`src/rtl/pkt_reader_if.sv`:
```
// Purpose : bundles the descriptor-FIFO, packet-RAM read and tx byte-stream signals of pkt_reader.
// Latency : n/a (wiring only).
// Backpressure: tx_ready from the sink stalls the reader; the FIFO side is pop-strobe, the RAM side has a fixed 1-cycle read.
// Ports   : master = reader side (drives fifo_read_en, ram_rd_*, tx_*, busy, pkt_done);
//           slave  = environment side (drives fifo_*, ram_rd_data, tx_ready).
interface pkt_reader_if #(
    parameter int ADDR_W = 8,
    parameter int LEN_W  = 8
);
    logic              fifo_empty;
    logic [ADDR_W-1:0] fifo_last_addr;
    logic [LEN_W-1:0]  fifo_data_size;
    logic              fifo_read_en;
    logic              ram_rd_en;
    logic [ADDR_W-1:0] ram_rd_addr;
    logic [7:0]        ram_rd_data;
    logic [7:0]        tx_data;
    logic              tx_valid;
    logic              tx_ready;
    logic              tx_sof;
    logic              tx_eof;
    logic              busy;
    logic              pkt_done;

    modport master (
        input  fifo_empty, fifo_last_addr, fifo_data_size, ram_rd_data, tx_ready,
        output fifo_read_en, ram_rd_en, ram_rd_addr, tx_data, tx_valid, tx_sof, tx_eof,
               busy, pkt_done
    );

    modport slave (
        output fifo_empty, fifo_last_addr, fifo_data_size, ram_rd_data, tx_ready,
        input  fifo_read_en, ram_rd_en, ram_rd_addr, tx_data, tx_valid, tx_sof, tx_eof,
               busy, pkt_done
    );
endinterface

```
`src/rtl/pkt_reader.sv`:
```
// Purpose : pops one (last_addr, size) descriptor, reads the packet bytes from the circular RAM and streams them with sof/eof.
// Latency : descriptor seen in IDLE -> pop strobe +1, RAM read +2, first byte valid +4; 3 cycles per byte minimum.
// Backpressure: tx_ready low holds the presented byte stable in SEND; no re-read, no further RAM access until accepted.
// Ports   : clk, rst_n (async active-low), bus (pkt_reader_if.master): descriptor FIFO head/pop, RAM read port,
//           tx byte stream (data/valid/ready/sof/eof), busy and pkt_done status. All outputs are registered.
module pkt_reader #(
    parameter int ADDR_W = 8,
    parameter int LEN_W  = 8
) (
    input  logic        clk,
    input  logic        rst_n,
    pkt_reader_if.master bus
);

    typedef enum logic [2:0] {
        ST_IDLE,
        ST_POP,
        ST_FETCH,
        ST_WAIT,
        ST_SEND
    } state_t;

    state_t            r_state,        w_state_nxt;
    logic [ADDR_W-1:0] r_last_addr,    w_last_addr_nxt;
    logic [LEN_W-1:0]  r_size,         w_size_nxt;
    logic [ADDR_W-1:0] r_rd_addr,      w_rd_addr_nxt;
    logic [LEN_W-1:0]  r_remaining,    w_remaining_nxt;
    logic              r_first,        w_first_nxt;
    logic              r_fifo_read_en, w_fifo_read_en_nxt;
    logic              r_ram_rd_en,    w_ram_rd_en_nxt;
    logic [7:0]        r_tx_data,      w_tx_data_nxt;
    logic              r_tx_valid,     w_tx_valid_nxt;
    logic              r_tx_sof,       w_tx_sof_nxt;
    logic              r_tx_eof,       w_tx_eof_nxt;
    logic              r_busy,         w_busy_nxt;
    logic              r_pkt_done,     w_pkt_done_nxt;

    logic              w_last_byte;

    assign w_last_byte = (r_remaining == LEN_W'(1));

    // Next-state and next-output logic. Outputs are registered, so a strobe
    // that must be high *during* a state is raised on the transition into it.
    always_comb begin
        w_state_nxt        = r_state;
        w_last_addr_nxt    = r_last_addr;
        w_size_nxt         = r_size;
        w_rd_addr_nxt      = r_rd_addr;
        w_remaining_nxt    = r_remaining;
        w_first_nxt        = r_first;
        w_fifo_read_en_nxt = 1'b0;
        w_ram_rd_en_nxt    = 1'b0;
        w_tx_data_nxt      = r_tx_data;
        w_tx_valid_nxt     = r_tx_valid;
        w_tx_sof_nxt       = r_tx_sof;
        w_tx_eof_nxt       = r_tx_eof;
        w_pkt_done_nxt     = 1'b0;

        case (r_state)
            ST_IDLE: begin
                if (!bus.fifo_empty) begin
                    w_last_addr_nxt    = bus.fifo_last_addr;
                    w_size_nxt         = bus.fifo_data_size;
                    w_fifo_read_en_nxt = 1'b1;
                    w_state_nxt        = ST_POP;
                end
            end
            ST_POP: begin
                if (r_size == '0) begin
                    // Empty descriptor: consumed but produces nothing.
                    w_state_nxt = ST_IDLE;
                end else begin
                    // Packet occupies [last-size+1 .. last] in the circular RAM.
                    w_rd_addr_nxt   = r_last_addr - ADDR_W'(r_size) + ADDR_W'(1);
                    w_remaining_nxt = r_size;
                    w_first_nxt     = 1'b1;
                    w_ram_rd_en_nxt = 1'b1;
                    w_state_nxt     = ST_FETCH;
                end
            end
            ST_FETCH: begin
                // Read issued during this state; data arrives in WAIT.
                w_state_nxt = ST_WAIT;
            end
            ST_WAIT: begin
                w_tx_data_nxt  = bus.ram_rd_data;
                w_tx_valid_nxt = 1'b1;
                w_tx_sof_nxt   = r_first;
                w_tx_eof_nxt   = w_last_byte;
                w_state_nxt    = ST_SEND;
            end
            ST_SEND: begin
                if (bus.tx_ready) begin
                    w_tx_valid_nxt  = 1'b0;
                    w_tx_sof_nxt    = 1'b0;
                    w_tx_eof_nxt    = 1'b0;
                    w_first_nxt     = 1'b0;
                    w_remaining_nxt = r_remaining - LEN_W'(1);
                    w_rd_addr_nxt   = r_rd_addr + ADDR_W'(1);
                    if (w_last_byte) begin
                        w_pkt_done_nxt = 1'b1;
                        w_state_nxt    = ST_IDLE;
                    end else begin
                        w_ram_rd_en_nxt = 1'b1;
                        w_state_nxt     = ST_FETCH;
                    end
                end
            end
            default: begin
                w_state_nxt = ST_IDLE;
            end
        endcase

        w_busy_nxt = (w_state_nxt != ST_IDLE);
    end

    always_ff @(posedge clk or negedge rst_n) begin
        if (!rst_n) begin
            r_state        <= ST_IDLE;
            r_last_addr    <= '0;
            r_size         <= '0;
            r_rd_addr      <= '0;
            r_remaining    <= '0;
            r_first        <= 1'b0;
            r_fifo_read_en <= 1'b0;
            r_ram_rd_en    <= 1'b0;
            r_tx_data      <= '0;
            r_tx_valid     <= 1'b0;
            r_tx_sof       <= 1'b0;
            r_tx_eof       <= 1'b0;
            r_busy         <= 1'b0;
            r_pkt_done     <= 1'b0;
        end else begin
            r_state        <= w_state_nxt;
            r_last_addr    <= w_last_addr_nxt;
            r_size         <= w_size_nxt;
            r_rd_addr      <= w_rd_addr_nxt;
            r_remaining    <= w_remaining_nxt;
            r_first        <= w_first_nxt;
            r_fifo_read_en <= w_fifo_read_en_nxt;
            r_ram_rd_en    <= w_ram_rd_en_nxt;
            r_tx_data      <= w_tx_data_nxt;
            r_tx_valid     <= w_tx_valid_nxt;
            r_tx_sof       <= w_tx_sof_nxt;
            r_tx_eof       <= w_tx_eof_nxt;
            r_busy         <= w_busy_nxt;
            r_pkt_done     <= w_pkt_done_nxt;
        end
    end

    // The read address register already holds the current byte's address while in FETCH.
    assign bus.fifo_read_en = r_fifo_read_en;
    assign bus.ram_rd_en    = r_ram_rd_en;
    assign bus.ram_rd_addr  = r_rd_addr;
    assign bus.tx_data      = r_tx_data;
    assign bus.tx_valid     = r_tx_valid;
    assign bus.tx_sof       = r_tx_sof;
    assign bus.tx_eof       = r_tx_eof;
    assign bus.busy         = r_busy;
    assign bus.pkt_done     = r_pkt_done;

endmodule

```
`src/flat_wrapper.sv`:
```
// flat-port wrapper written by rule: the top's interface ports become plain ports
module pkt_reader_flat 
#(
    parameter int ADDR_W = 8,
    parameter int LEN_W  = 8
)
  (clk, rst_n, bus_fifo_empty, bus_fifo_last_addr, bus_fifo_data_size, bus_ram_rd_data, bus_tx_ready, bus_fifo_read_en, bus_ram_rd_en, bus_ram_rd_addr, bus_tx_data, bus_tx_valid, bus_tx_sof, bus_tx_eof, bus_busy, bus_pkt_done);
  pkt_reader_if #(.ADDR_W(ADDR_W), .LEN_W(LEN_W)) bus_i ();
  input  logic clk;
  input  logic rst_n;
  input wire logic [$bits(bus_i.fifo_empty)-1:0] bus_fifo_empty;
  input wire logic [$bits(bus_i.fifo_last_addr)-1:0] bus_fifo_last_addr;
  input wire logic [$bits(bus_i.fifo_data_size)-1:0] bus_fifo_data_size;
  input wire logic [$bits(bus_i.ram_rd_data)-1:0] bus_ram_rd_data;
  input wire logic [$bits(bus_i.tx_ready)-1:0] bus_tx_ready;
  output wire logic [$bits(bus_i.fifo_read_en)-1:0] bus_fifo_read_en;
  output wire logic [$bits(bus_i.ram_rd_en)-1:0] bus_ram_rd_en;
  output wire logic [$bits(bus_i.ram_rd_addr)-1:0] bus_ram_rd_addr;
  output wire logic [$bits(bus_i.tx_data)-1:0] bus_tx_data;
  output wire logic [$bits(bus_i.tx_valid)-1:0] bus_tx_valid;
  output wire logic [$bits(bus_i.tx_sof)-1:0] bus_tx_sof;
  output wire logic [$bits(bus_i.tx_eof)-1:0] bus_tx_eof;
  output wire logic [$bits(bus_i.busy)-1:0] bus_busy;
  output wire logic [$bits(bus_i.pkt_done)-1:0] bus_pkt_done;
  assign bus_i.fifo_empty = bus_fifo_empty;
  assign bus_i.fifo_last_addr = bus_fifo_last_addr;
  assign bus_i.fifo_data_size = bus_fifo_data_size;
  assign bus_i.ram_rd_data = bus_ram_rd_data;
  assign bus_i.tx_ready = bus_tx_ready;
  assign bus_fifo_read_en = bus_i.fifo_read_en;
  assign bus_ram_rd_en = bus_i.ram_rd_en;
  assign bus_ram_rd_addr = bus_i.ram_rd_addr;
  assign bus_tx_data = bus_i.tx_data;
  assign bus_tx_valid = bus_i.tx_valid;
  assign bus_tx_sof = bus_i.tx_sof;
  assign bus_tx_eof = bus_i.tx_eof;
  assign bus_busy = bus_i.busy;
  assign bus_pkt_done = bus_i.pkt_done;
  pkt_reader #(.ADDR_W(ADDR_W), .LEN_W(LEN_W)) u_core (.clk(clk), .rst_n(rst_n), .bus(bus_i));
endmodule
```
`config.mk`:
```
export PLATFORM = sky130hd
export DESIGN_NAME = pkt_reader_flat
export DESIGN_NICKNAME = d
export VERILOG_FILES = /design/src/rtl/pkt_reader_if.sv /design/src/rtl/pkt_reader.sv /design/src/flat_wrapper.sv
export SDC_FILE = /design/constraint.sdc
export NUM_CORES = 1
export LEC_CHECK = 0
export BUFFER_PORTS_ARGS = -buffer_cell sky130_fd_sc_hd__buf_2
export CELL_PAD_IN_SITES_DETAIL_PLACEMENT = 0
export CELL_PAD_IN_SITES_GLOBAL_PLACEMENT = 2
export CORE_MARGIN = 2
export CORE_UTILIZATION = 31
export DETAILED_ROUTE_END_ITERATION = 7
export GPL_TIMING_DRIVEN = 0
export PLACE_DENSITY = 0.79
export SYNTH_ARGS = -nofsm -noshare
export SYNTH_HDL_FRONTEND = slang
export SYNTH_SLANG_ARGS = --single-unit
```
`constraint.sdc`:
```
create_clock -name clk -period 2.15 [get_ports clk]
set_input_delay 0.1075 -clock clk [delete_from_list [all_inputs] [get_ports clk]]
set_output_delay 0.1075 -clock clk [all_outputs]
set_load 0.02 [all_outputs]
```
# Yosys cells after proc, flatten, opt, wreduce, memory -nomap -nowiden
# Cells that the tools add are included.
word_totals:
  ff_bits: 51
  latch_bits: 0
  ram_bits: 0
  mem_bits_ro: 0
  input_bits: 28
  output_inout_bits: 23
  elab_cells: 60
  memories: 0
op_classes:
  add_sub_neg: 4
  multipliers: 0
  div_mod_pow: 0
  magnitude_cmp: 0
  n_eq_ne: 7
  shifts: 0
  mux: 26
  bitwise: 1
  reduce_logical: 8
ops:
  columns: ["cell", "count"]
  rows:
  - ["$mux W8", 4]
  - ["$pmux W8 S2", 2]
  - ["$add A8 B1 Y8 const B", 2]
  - ["$pmux W3 S5", 1]
  - ["$mux W1", 10]
  - ["$pmux W1 S2", 5]
  - ["$eq A8 B1 Y1 const B", 1]
  - ["$logic_not A8 Y1", 1]
  - ["$sub A8 B1 Y8 const B", 1]
  - ["$sub A8 B8 Y8", 1]
  - ["$eq A3 B2 Y1 const B", 2]
  - ["$mux W3", 2]
  - ["$mux W2", 2]
  - ["$ne A2 B2 Y1 const B", 2]
  - ["$reduce_and A2 Y1", 2]
  - ["$reduce_bool A2 Y1", 2]
  - ["$eq A3 B1 Y1 const B", 1]
  - ["$eq A3 B3 Y1 const B", 1]
  - ["$logic_not A3 Y1", 1]
  - ["$reduce_and A3 Y1", 1]
  - ["$reduce_bool A3 Y1", 1]
  - ["$not A1 Y1", 1]

# Logic depth before layout (Yosys ltp)
logic_depth:
  ltp_word: 5
  mapped_depth: 10
  ltp_nobuf: 10

# Least setup slack after synthesis
# No wires, ideal clock.
synth_path:
  kind: "register to register"
  startpoint: "register u_core.r_size[1]"
  endpoint: "register u_core.r_rd_addr[7] (netlist: u_core.bus.ram_rd_addr[7])"
  arrival_ps: 2228
  setup_slack_ps: -182
  path_stages_with_launch: 10
  period_less_slack_ps: 2332
  path_cell_list: "dfrtp_1 > ha_1 > inv_1 > ha_1 > fa_1 > a211oi_1 > o21bai_1 > a21oi_1 > xnor2_1 > a221oi_1"
synth_between:
  elab_chain_len: 4
  word_cells_on_any_way: 7
  classes_between: "2 x add/sub; 1 x eq/ne; 2 x mux; 2 x reduce/logical"
synth_lines:
  columns: ["item", "line", "source"]
  rows:
  - ["start: declaration", "pkt_reader.sv:25", "logic [LEN_W-1:0] r_size, w_size_nxt;"]
  - ["start signal: assignment", "pkt_reader.sv:136", "r_size <= w_size_nxt;"]
  - ["$sub A8 B8 Y8", "pkt_reader.sv:74", "w_rd_addr_nxt = r_last_addr - ADDR_W'(r_size) + ADDR_W'(1);"]
  - ["$add A8 B1 Y8", "pkt_reader.sv:74", null]
  - ["$mux W8", "pkt_reader.sv:69", "if (r_size == '0) begin"]
  - ["$pmux W8 S2", "pkt_reader.sv:59", "case (r_state)"]
  - ["end signal: assignment", "pkt_reader.sv:137", "r_rd_addr <= w_rd_addr_nxt;"]
  - ["end: declaration", "pkt_reader.sv:26", "logic [ADDR_W-1:0] r_rd_addr, w_rd_addr_nxt;"]
# Parallel ways exist; a longest one is shown, timed or not. The select of a mux whose other input is x is not followed.
# A chain may end at the register's enable or synchronous reset.

# Worst setup path after layout
# Ends and elaborated chain as after synthesis.

==> metrics.log <==
[metrics] multi-input gate area in the final layout: 0.00131 mm²
[metrics] final std cells w/o fill: 436
[metrics] Antenna Diode Count: 0
[metrics] warning count from the yosys run: 0
[metrics] cells after synthesis: 262
[metrics] violation count after the first detailed-routing iteration: 119
[metrics] I/O pins: 51
[metrics] fin crit period: 2230 ps
[metrics] average footprint of a synthesized cell: 10.1 µm²
[metrics] number of levels in the clock H-tree: 2
[metrics] Worst-path clk slew: 100 ps
[metrics] Clock Latency Late Sink: 310 ps
[metrics] library cell used as clock root buffer: clkbuf_8
[metrics] path depth of the worst reg2reg path: 9
[metrics] Setup-failing EPs final: 1
[metrics] summed instance area of the synthesized netlist: 0.00264 mm²
[metrics] met3 routed wirelength: 225 µm
[metrics] count of nets after finishing: 375
[metrics] clock sink total: 51
[metrics] TritonCTS clock tree: built
[metrics] startpoint of the worst-slack reg-to-reg timing path: u_core.r_size[1]$_DFFE_PN0P_
[metrics] RePlAce Congestion: 0.786
[metrics] Setup Slack @ Placement: -195 ps
[metrics] final worst setup slack: -81.1 ps
[metrics] hold violation total from the final report: 0
[metrics] top sig layer: met4
[metrics] TritonCTS buffer count: 5
[metrics] first-pass GRT wire length: 10400 µm
[metrics] sequential element share of the synthesized area: 48.3%
[metrics] flip-flop cell with the highest count after synthesis: dfrtp_1
[metrics] FF+latch count, synth: 51
[metrics] Post-synth EDFFs: 0
[metrics] capturing point of the worst reg2reg path: u_core.bus.ram_rd_addr[7]$_DFFE_PN0P_
[metrics] ranking of synthesized cells by instance count: dfrtp_1 (51), o21ai_0 (33), nand2_1 (23)
[metrics] Cell Count Post-Placement: 417
[metrics] metal1 wirelength: 3090 µm
[metrics] highest clock rate: 0.448 GHz
[metrics] failing checks: setup timing
[metrics] number of maximum-capacitance constraint violations: 0
[metrics] Leak: 1.49 nW
[metrics] final slew viol count: 0
[metrics] transition time of the tightest slew-check pin: 1140 ps
[metrics] met2 routed wirelength: 2890 µm
[metrics] number of global-route vias before repair: 2048
[metrics] total of fill cells in the finished design: 864
[metrics] ratio of cells with drive above 1 in the final layout: 31.4%
[metrics] CP Depth: 9
[metrics] outcome: complete, but fails checks
[metrics] Worst Clk Skew: 9.93 ps
[metrics] final clock period utilization by the worst path: 104%
[metrics] share of the synthesized area in the top cell type: 48.3%
[metrics] areal power density over the cells: 1830 mW/mm²
[metrics] RSZ-0062 raised after global routing: yes
[metrics] maximum single-stage delay on the critical path: 410 ps
[metrics] maximum number of pins on one net before global-route repair: 52
[metrics] CP bufs+invs: 1
[metrics] leading cell types by total area after synthesis: dfrtp_1 (48%), ha_1 (7.6%), mux2_2 (7.2%)
[metrics] nets in the synthesized netlist: 307
[metrics] number of buffer cells added on primary ports: 50
[metrics] data required time at the worst endpoint: 2370 ps
[metrics] crit path max-delay cell type: dfrtp_1
[metrics] Register Area: 0.00128 mm²
[metrics] reg-to-reg setup timing slack: -80 ps
[metrics] number of core rows: 33
[metrics] GRT Overall Usage: 14.7%
[metrics] most used standard cell by instance count after synthesis: dfrtp_1
[metrics] die width: 96.3 µm
[metrics] family of cells with the greatest summed delay on the critical path: adder cells
[metrics] critical path data arrival time: 2450 ps
[metrics] series of cell instances along the critical path: ha_1 -> inv_1 -> ha_2 -> fa_2 -> a211oi_4 -> o21bai_1 -> a21oi_1 -> xnor2_1 -> a221oi_1
[metrics] worst slew margin relative to its limit: 24.2%
[metrics] area inside the core boundary: 0.00826 mm²
[metrics] number of remaining DRC errors: 0
[metrics] Starting Density: 32.0%
[metrics] Layout area overhead: 24.3%
[metrics] post-detailed-route via-to-cell ratio: 4.89
[metrics] wire length reported by the detailed router: 6280 µm
[metrics] largest fanout on the critical path: 2
[metrics] Via Count: 2134
[metrics] CP endpoint: u_core.bus.ram_rd_addr[7]$_DFFE_PN0P_
[metrics] worst IR drop on VDD: 923 µV
[metrics] ys async rst share: 100%
[metrics] classification of the worst-slack hold path: input port to asynchronous set/reset pin
[metrics] count of nets left with antenna violations after detail routing: 0
[metrics] antenna violations before repair: 0
[metrics] maximum number of buffers from clock root to sink: 2
[metrics] cell type with the highest aggregate area in the netlist: dfrtp_1
[metrics] sum of net half-perimeters after detailed placement: 4660 µm
[metrics] total congestion overflow after global routing: 0
[metrics] Critical path origin: u_core.r_size[1]$_DFFE_PN0P_
[metrics] DR WL/cell: 14.4 µm
[metrics] capturing element type of the critical path: register
[metrics] startpoint types: register
[metrics] CP Class: register to register
[metrics] DR pass1 iterations: 4
[metrics] die extent in y: 96.3 µm
[metrics] Die Outline Area: 0.00927 mm²
[metrics] number of distinct library cells after synthesis: 46
==> power by group <==
| group | internal, W | switching, W | leakage [nW] |
|---|---|---|---|
| logic | 0.00162 | 0.00196 | 0.815 |
| clock network | 0.000353 | 0.000339 | 0.0587 |
| registers | 0.00142 | 0.000333 | 0.613 |
==> area by class of cell <==
class	count	area share, %
repair buffers	61	10.4
plain buffers	12	1.71
flip-flops and latches	51	38.9
clock buffers	5	2.10
inverters	14	1.60
well taps	105	4.00
clock inverters	3	1.45
multi-input cells	185	39.9
==> state kept, by name, summed over array words and instances, names as in the netlist, 3 cells and up <==
register / flops
u_core.bus.ram_rd_addr: 8
u_core.bus.tx_data: 8
u_core.r_last_addr: 8
u_core.r_remaining: 8
u_core.r_size: 8
u_core.r_state: 3
==> stage by stage <==
stage          util, %  setup TNS, ps  hold slack (ps)  instance area, µm²  power, W
3_3_place_gp      36.7           -283              321                3030   0.00496
4_1_cts           39.0           -124             3.16                3220   0.00593
2_1_floorplan        -              0             -188                2650   0.00407
6_report          39.8          -81.1             10.6                3280   0.00602
5_1_grt           39.8           -272             10.2                3280   0.00660
3_5_place_dp      36.7           -270              318                3030   0.00498
==> how the worst min path moves through the flow <==
stage	slack [ps]	cells after the start	from	end
5_1_grt	10	3	bus_fifo_last_addr[1]	u_core.r_last_addr[1]$_DFFE_PN0P_
4_1_cts	3	3	bus_fifo_last_addr[1]	u_core.r_last_addr[1]$_DFFE_PN0P_
3_3_place_gp	320	3	bus_fifo_last_addr[1]	u_core.r_last_addr[1]$_DFFE_PN0P_
3_5_place_dp	320	3	bus_fifo_data_size[5]	u_core.r_size[5]$_DFFE_PN0P_
2_1_floorplan	-190	0	rst_n	u_core.bus.busy$_DFF_PN0_
6_report	10	1	rst_n	u_core.bus.tx_valid$_DFFE_PN0P_
==> what timing repair did <==
action	4_1_cts	5_1_grt
buffers inserted	4	4
gates cloned	0	0
hold endpoints to repair	3	0
setup endpoints to repair	3	16
pin swaps	8	5
hold buffers	3	0
resized for setup	4	5
==> routing by layer <==
metal / up-vias / global-route usage [%]
met2: 41 / 22.4
met5: - / 0
met4: 0 / 3.52
met1: 1025 / 21.4
li1: 1062 / -
met3: 6 / 2.82
==> placed cells by master (no fill, tap or decap), types with 3 or more instances in the layout <==
cell type,netlist,routed
mux2_2,17,17
nor3b_1,3,3
ha_1,16,14
buf_2,9,59
nor2_2,1,3
dfrtp_1,51,51
a211oi_1,5,3
nand2_1,23,23
nor2_1,22,20
nand3_1,6,6
buf_4,0,8
xnor2_1,4,4
clkbuf_8,0,5
o21ai_0,33,31
dlygate4sd3_1,0,3
o21ai_1,2,4
or3_1,3,3
inv_1,14,14
a21oi_1,13,13
==> kinds of logic after synthesis <==
family                     synth area share, %
AOI/OAI and AO/OA                         16.2
muxes                                     7.63
DFF                                       48.3
xor gates and xnor gates                  1.66
adders and majority gates                 8.34
and+or+nand+nor                           13.7
buffers and inverters                     4.12
Note: power is estimated with default switching activity, not from simulation.
